### src/rtl/msk_pkg.sv
// Shared helpers for the masked-pipeline blocks.
//   clog2     : ceiling log2, usable in parameter/localparam expressions
//   share_idx : flat bit position of share k of sharing j in a word of
//               sharings that each carry d shares (layout [j*d +: d])
package msk_pkg;

  function automatic int clog2(input int n);
    int r;
    r = 0;
    for (int p = 1; p < n; p = p * 2) begin
      r = r + 1;
    end
    return r;
  endfunction

  function automatic int share_idx(input int j, input int k, input int d);
    return j * d + k;
  endfunction

endpackage

### src/rtl/msk_pipe_stage.sv
// One slot of the masked elastic pipeline: a valid flop plus an enabled
// share register.
//   clk       : rising-edge clock
//   rst       : synchronous active-high reset (clears the valid flop only)
//   load      : capture in into the share register
//   valid_in  : valid bit of the upstream slot (or the block input)
//   adv       : slot may advance; valid flop takes valid_in
//   in        : count*d shares from upstream
//   valid_out : slot holds a word
//   out       : registered shares of this slot
module msk_pipe_stage
  import msk_pkg::*;
#(
  parameter int d     = 2,
  parameter int count = 1
) (
  input  logic               clk,
  input  logic               rst,
  input  logic               load,
  input  logic               valid_in,
  input  logic               adv,
  input  logic [count*d-1:0] in,
  output logic               valid_out,
  output logic [count*d-1:0] out
);

  logic r_valid;

  // NOTE: sequential state is written with non-blocking assignments so every
  // flop samples the pre-edge value of its neighbours.
  always_ff @(posedge clk) begin
    if (rst) begin
      r_valid <= 1'b0;
    end else if (adv) begin
      r_valid <= valid_in;
    end
  end

  assign valid_out = r_valid;

  // Every share gets its own flop so nothing downstream of synthesis can
  // merge two shares of a sharing into shared logic.
  for (genvar j = 0; j < count; j++) begin : g_sharing
    for (genvar k = 0; k < d; k++) begin : g_share
      (* keep = "true", preserve = "true" *) logic r_share;

      // NOTE: share registers are deliberately left out of reset; validity is
      // carried by r_valid alone and clearing shares would only add a
      // value-independent but pointless load path.
      always_ff @(posedge clk) begin
        if (load) begin
          r_share <= in[share_idx(j, k, d)];
        end
      end

      assign out[share_idx(j, k, d)] = r_share;
    end
  end

endmodule

### src/rtl/msk_pipe_reg.sv
// Elastic pipeline of `depth` register slots for masked sharings with
// valid/ready handshaking, bubble collapsing and an occupancy counter.
//   clk       : rising-edge clock
//   rst       : synchronous active-high reset (drops all buffered words)
//   in_valid  : upstream word present
//   in_ready  : block accepts `in` this cycle
//   in        : count sharings of d shares, sharing j at [j*d +: d]
//   out_valid : output slot holds a word
//   out_ready : downstream accepts `out` this cycle
//   out       : output slot contents, same layout as `in`
//   occupancy : number of occupied slots, 0..depth
module msk_pipe_reg
  import msk_pkg::*;
#(
  parameter  int d     = 2,
  parameter  int count = 1,
  parameter  int depth = 2,
  localparam int OW    = clog2(depth + 1)
) (
  input  logic               clk,
  input  logic               rst,
  input  logic               in_valid,
  output logic               in_ready,
  input  logic [count*d-1:0] in,
  output logic               out_valid,
  input  logic               out_ready,
  output logic [count*d-1:0] out,
  output logic [OW-1:0]      occupancy
);

  localparam int W = count * d;

  logic [depth-1:0] w_v;
  logic [depth:0]   w_rdy;
  logic [W-1:0]     w_s [depth];
  logic             w_accept;
  logic             w_emit;
  logic [OW-1:0]    r_occ;

  // Ready ripples from the output back to the input in one cycle, so a full
  // pipeline can take a new word in the same cycle its output drains.
  // NOTE: every bit is given a value on every pass, so no latch is inferred.
  always_comb begin
    w_rdy        = '0;
    w_rdy[depth] = out_ready;
    for (int i = depth - 1; i >= 0; i--) begin
      w_rdy[i] = !w_v[i] || w_rdy[i+1];
    end
  end

  for (genvar i = 0; i < depth; i++) begin : g_stage
    logic         w_vprev;
    logic [W-1:0] w_sprev;

    if (i == 0) begin : g_head
      assign w_vprev = in_valid;
      assign w_sprev = in;
    end else begin : g_body
      assign w_vprev = w_v[i-1];
      assign w_sprev = w_s[i-1];
    end

    // Data enable is built from control bits only, never from share values.
    msk_pipe_stage #(
      .d     (d),
      .count (count)
    ) u_stage (
      .clk       (clk),
      .rst       (rst),
      .load      (w_rdy[i] && w_vprev),
      .valid_in  (w_vprev),
      .adv       (w_rdy[i]),
      .in        (w_sprev),
      .valid_out (w_v[i]),
      .out       (w_s[i])
    );
  end

  assign in_ready  = w_rdy[0] && !rst;
  assign out_valid = w_v[depth-1] && !rst;
  assign out       = w_s[depth-1];

  assign w_accept = in_valid && in_ready;
  assign w_emit   = out_valid && out_ready;

  // Tracks popcount of the valid bits; accept and emit together cancel, and
  // flow control keeps it inside 0..depth so it never wraps.
  always_ff @(posedge clk) begin
    if (rst) begin
      r_occ <= '0;
    end else if (w_accept && !w_emit) begin
      r_occ <= r_occ + OW'(1);
    end else if (!w_accept && w_emit) begin
      r_occ <= r_occ - OW'(1);
    end
  end

  assign occupancy = r_occ;

endmodule

### config.mk
export PLATFORM = sky130hd
export DESIGN_NAME = msk_pipe_reg
export DESIGN_NICKNAME = d
export VERILOG_FILES = /design/src/rtl/msk_pkg.sv /design/src/rtl/msk_pipe_stage.sv /design/src/rtl/msk_pipe_reg.sv
export SDC_FILE = /design/constraint.sdc
export NUM_CORES = 1
export LEC_CHECK = 0
export ABC_AREA = 1
export CAP_MARGIN = 20
export CORE_MARGIN = 2
export CORE_UTILIZATION = 30
export CTS_CLUSTER_SIZE = 40
export DETAILED_ROUTE_END_ITERATION = 10
export PLACE_DENSITY = 0.52
export SETUP_SLACK_MARGIN = 0.02
export SLEW_MARGIN = 40
export SYNTH_ARGS = -nofsm -noshare
export SYNTH_HDL_FRONTEND = slang
export SYNTH_HIERARCHICAL = 1
export SYNTH_SLANG_ARGS = --single-unit
### constraint.sdc
create_clock -name clk -period 1.6 [get_ports clk]
set_input_delay 0.16 -clock clk [delete_from_list [all_inputs] [get_ports clk]]
set_output_delay 0.16 -clock clk [all_outputs]
set_load 0.01 [all_outputs]
Word level (Yosys, flattened, before mapping). Index checks and enable logic that the tools add are counted.

$add $sub $neg: 2. Reductions and logical operators: 16. Multiplexer cells: 2.

Operator list (number): $logic_and A1 B1 Y1 (8); $logic_not A1 Y1 (5); $mux W2 (2); $add A2 B1 Y2 const B (1); $logic_or A1 B1 Y1 (2); $reduce_bool A2 Y1 (1); $sub A2 B1 Y2 const B (1).

Register bits after elaboration: 8. Input bits: 6. Output and inout port bits: 6. Word-level logic and storage cells: 27.

Depth between registers and ports, before layout.
Depth after elaboration: 9. Mapped depth: 11. Gate-level depth less buffers: 11.

Cells and area by module. Netlist, hierarchy kept.

Modules (own cells, without submodules): msk_pipe_stage (seq. area each 80.1 um^2, times used 2, area each 120.1 um^2, cells each 11); msk_pipe_reg (seq. area each 40.0 um^2, times used 1, area each 167.7 um^2, cells each 30).

Worst setup path before layout. Ideal clock, no wire load.

Kind: register to register. From: register g_stage[1].u_stage.r_valid. To: register r_occ[1] (netlist: occupancy[1]). Data arrival time: 1.251 ns. Data required time: 1.536 ns. Cell stages (with the launch flop): 10. Buffers on the path: 0. Path slack: 0.286 ns. Library setup time: 0.064 ns. Clock period less this slack: 1.314 ns. Path through: dfxtp_1 -> inv_1 -> nor2_1 -> nand2_1 -> ha_1 -> inv_1 -> nand3_1 -> nand2_1 -> inv_1 -> nor2_1.

Elaborated cells between the ends (all ways): 13. Classes of those cells: mux: 1; reduce/logical: 12.

RTL lines: start, declared (RTL line msk_pipe_stage.sv:27) `logic r_valid;`; start signal, assigned (RTL line msk_pipe_stage.sv:35) `r_valid <= valid_in;`; $logic_and A1 B1 Y1 (*) (RTL line msk_pipe_reg.sv:80) `assign out_valid = w_v[depth-1] && !rst;`; net out_valid (RTL line msk_pipe_reg.sv:25) `output logic out_valid,`; $logic_and A1 B1 Y1 (*) (RTL line msk_pipe_reg.sv:84) `assign w_emit = out_valid && out_ready;`; $logic_not A1 Y1 (RTL line msk_pipe_reg.sv:91) `end else if (w_accept && !w_emit) begin`; $logic_and A1 B1 Y1 (RTL line msk_pipe_reg.sv:91); $mux W2 or $reduce_bool A2 Y1 (tied branches); end signal, assigned (RTL line msk_pipe_reg.sv:92) `r_occ <= r_occ + OW'(1);`; end signal, assigned (RTL line msk_pipe_reg.sv:94) `r_occ <= r_occ - OW'(1);`; end, declared (RTL line msk_pipe_reg.sv:38) `logic [OW-1:0] r_occ;`.

Mark *: on every way through the listed nets, which the timed path passes. The rest lies on a longest branch. A chain may end at the register's enable or synchronous reset.

Worst setup path in the final report.
From: register g_stage[1].u_stage.r_valid. To: output out_valid.

Cells in the longest elaborated chain, start to end: 1.

RTL lines (RTL line): $logic_and A1 B1 Y1 (msk_pipe_reg.sv:80); end, declared (msk_pipe_reg.sv:25).

Every way passes these cells.

==> flow_summary_export.csv <==
group,metric,value,unit
power_and_ir_drop,internal_power,0.360,mW
synthesis,syn_area,408,um2
sta,max_freq,688,MHz
run,maxCapViolations,0,
synthesis,avgSynthCellArea,7.84,um2
sta,fin_crit_sh,90.9,%
placement,dp_hpwl,500,um
setup_path,r2r-end,"occupancy[1]$_SDFFE_PP0P_",
clocking,tritoncts,"done",
setup_path,r2r_start,"g_stage[0].u_stage/valid_out$_SDFFE_PP0P_",
die,fp.dieArea,1670,um2
power_and_ir_drop,seq_power_share,51.2,%
power_and_ir_drop,ir_drop,0.366,mV
setup_path,criticalPathCategory,"flop to primary output",
outcome,status,"complete, no violations",
synthesis,ys_types,15,
setup_path,crit_end,"out_valid",
setup_path,worstPathArrival,1.29,ns
sta,finalClockSkew,0.00466,ns
synthesis,synth_seq_area_share,49.1,%
drt,wl_met3,40,um
sta,finalHoldViolCount,0,
drt,via_count,322,
die,rows,13,
setup_path,worst_setup_path_start_kind,"flop",
setup_path,required,1.44,ns
die,fp.dieW,40.9,um
synthesis,yosysWarnings,6,
setup_path,worstRegToRegCells,9,
setup_path,critPathLaunch,"g_stage[1].u_stage/valid_out$_SDFFE_PP0P_",
sta,worst_pin_slew,0.288,ns
power_and_ir_drop,finalPower,0.467,mW
clocking,htree_levels,1,
placement,place_area,544,um2
sta,fin_crit,1.45,ns
drt,drt_iter0_drc,0,
power_and_ir_drop,switchingPower,0.107,mW
global_routing,grt_use_total,9.05,%
global_routing,grt_max_degree,6,
final_layout,final_nets,76,
placement,placedCellCount,79,
clocking,numCtsBuffers,3,
sta,maxSlewHeadroom,80.6,%
drt,dr.pass1.iters,1,
sta,setup_violations,0,
clocking,clk_transition_reported_paths,0.05,ns
synthesis,synth_nets,59,
drt,drt_wl_total,604,um
die,coreArea,1280,um2
drt,ant_nets,0,
final_layout,drive_gt1_share,19.4,%
global_routing,grt_pass1_vias,267,
placement,gp_congestion,0.715,
power_and_ir_drop,combPwrFrac,16.9,%
final_layout,final_cell_mix,"13 x inv_1, 11 x nand2_1, 9 x clkdlybuf4s50_1",
final_layout,fill_cells,134,
setup_path,endpoint_kind,"primary output",
drt,viasPerCell,3.93,
die,io_pins,12,
placement,portBuffers,11,
drt,top_layer_used,"met3",
clocking,clk-insertion-delay-late,0.25,ns
final_layout,final_cells,82,
final_layout,areaGrowthSynthToFinish,39.6,%
power_and_ir_drop,p_leak,0.289,nW
global_routing,grt-ovfl-total,0,
clocking,cts_hold_buf,0,
clocking,post-cts-setup-buffers,0,
power_and_ir_drop,p_clk_share,32.0,%
die,die_y,40.9,um
final_layout,final_common_cell,"inv_1",
die,initial_core_util,31.7,%
global_routing,antenna_found_initial,0,
synthesis,synth_cells,52,
clocking,clock-sinks,8,
setup_path,crit_fanout,5,
sta,rsz0062_at_grt,"no",
power_and_ir_drop,powerDensity,820,nW/um2
setup_path,reg2reg_slack,0.24,ns
final_layout,design_area,569,um2
synthesis,ys_seq_elements,8,
global_routing,grt_pass1_wl,924,um
drt,wl_per_cell,7.37,um
clocking,cts-root-buf,"clkbuf_4",
power_and_ir_drop,p_sw_share,22.8,%
final_layout,diodes,0,
drt,dr_wl_met2,292,um
drt,wl_met1,271,um
sta,finalMaxSlewViolations,0,
min_path,hold_path.class,"primary input to flop",
drt,drc,0,
clocking,cts_buffer_depth,2,
==> routing by layer <==
metal	global-route usage [%]	vias to the layer above
met5	0	-
met4	2.50	0
met3	6.52	0
met2	14.8	6
met1	9.00	135
li1	-	181
==> worst min-delay path by stage <==
| stage | start | end | depth (start not counted) |
|---|---|---|---|
| 3_5_place_dp | g_stage[0].u_stage/g_sharing[0].g_share[1].r_share$_DFFE_PP_ | g_stage[1].u_stage/g_sharing[0].g_share[1].r_share$_DFFE_PP_ | 0 |
| 4_1_cts | g_stage[0].u_stage/g_sharing[0].g_share[1].r_share$_DFFE_PP_ | g_stage[1].u_stage/g_sharing[0].g_share[1].r_share$_DFFE_PP_ | 0 |
| 5_1_grt | rst | g_stage[0].u_stage/valid_out$_SDFFE_PP0P_ | 4 |
| 3_3_place_gp | g_stage[0].u_stage/g_sharing[0].g_share[0].r_share$_DFFE_PP_ | g_stage[1].u_stage/g_sharing[0].g_share[0].r_share$_DFFE_PP_ | 0 |
| 6_report | rst | g_stage[0].u_stage/valid_out$_SDFFE_PP0P_ | 4 |
| 2_1_floorplan | in[0] | g_stage[0].u_stage/g_sharing[0].g_share[0].r_share$_DFFE_PP_ | 0 |
==> cell usage after synthesis (all sizes together) <==
master	number	area, um2
nand4	1	6.26
buf	4	30.0
a21oi	1	5.00
nand2	12	47.6
o21ai	1	5.00
ha	1	12.5
dfxtp	4	80.1
edfxtp	4	120
nor2	7	31.3
a21boi	1	7.51
inv	14	52.6
nand3	2	10.0
==> flip-flops by register name, indices dropped and copies added, names as in the netlist <==
register,flops
g_stage.u_stage/valid_out,2
occupancy,2
g_stage.u_stage/g_sharing.g_share.r_share,4
==> critical path, cell delays in order, from the launching register on <==
cell             delay [ns]
dfxtp_2                0.35
inv_1                  0.04
nor2_1                 0.10
clkdlybuf4s50_1        0.55
==> kinds of logic after synthesis <==
family	share of synthesized area (%)
AND/OR/NAND/NOR	23.3
buffers and inverters	20.2
flip-flops	49.1
AO/OA/AOI/OAI	4.29
adder cells (fa/ha/maj)	3.07
==> power by group through the flow <==
stage | Sequential, mW | Combinational, mW | Clock, mW
2_1_floorplan | 0.244 | 0.0411 | 0
3_3_place_gp | 0.243 | 0.0807 | 0
3_5_place_dp | 0.243 | 0.0809 | 0
4_1_cts | 0.239 | 0.0805 | 0.159
5_1_grt | 0.241 | 0.0871 | 0.164
6_report | 0.239 | 0.0788 | 0.149
==> final cells by class <==
| type | count | area (um2) | share of cell area (%) |
|---|---|---|---|
| Clock buffer | 3 | 22.5 | 3.96 |
| Timing Repair Buffer | 16 | 149 | 26.2 |
| Sequential cell | 8 | 201 | 35.4 |
| Tap cell | 15 | 18.8 | 3.30 |
| Multi-Input combinational cell | 26 | 125 | 22.0 |
| Inverter | 14 | 52.6 | 9.23 |
==> what timing repair did <==
item / in CTS / in global routing
resized for setup: 1 / 2
pin swaps: 0 / 0
endpoints found under the setup margin: 1 / 1
==> through the flow <==
stage	hold WS (ns)	worst slack [ns]	setup TNS, ns	util [%]
3_3_place_gp	0.404	-0.0555	-0.0555	42.4
6_report	0.290	0.146	0	44.3
4_1_cts	0.424	0.0782	0	44.0
2_1_floorplan	0.259	0.286	0	-
5_1_grt	0.336	0.0708	0	44.3
3_5_place_dp	0.407	-0.0470	-0.0470	42.4
(Power assumes the default switching activity.)
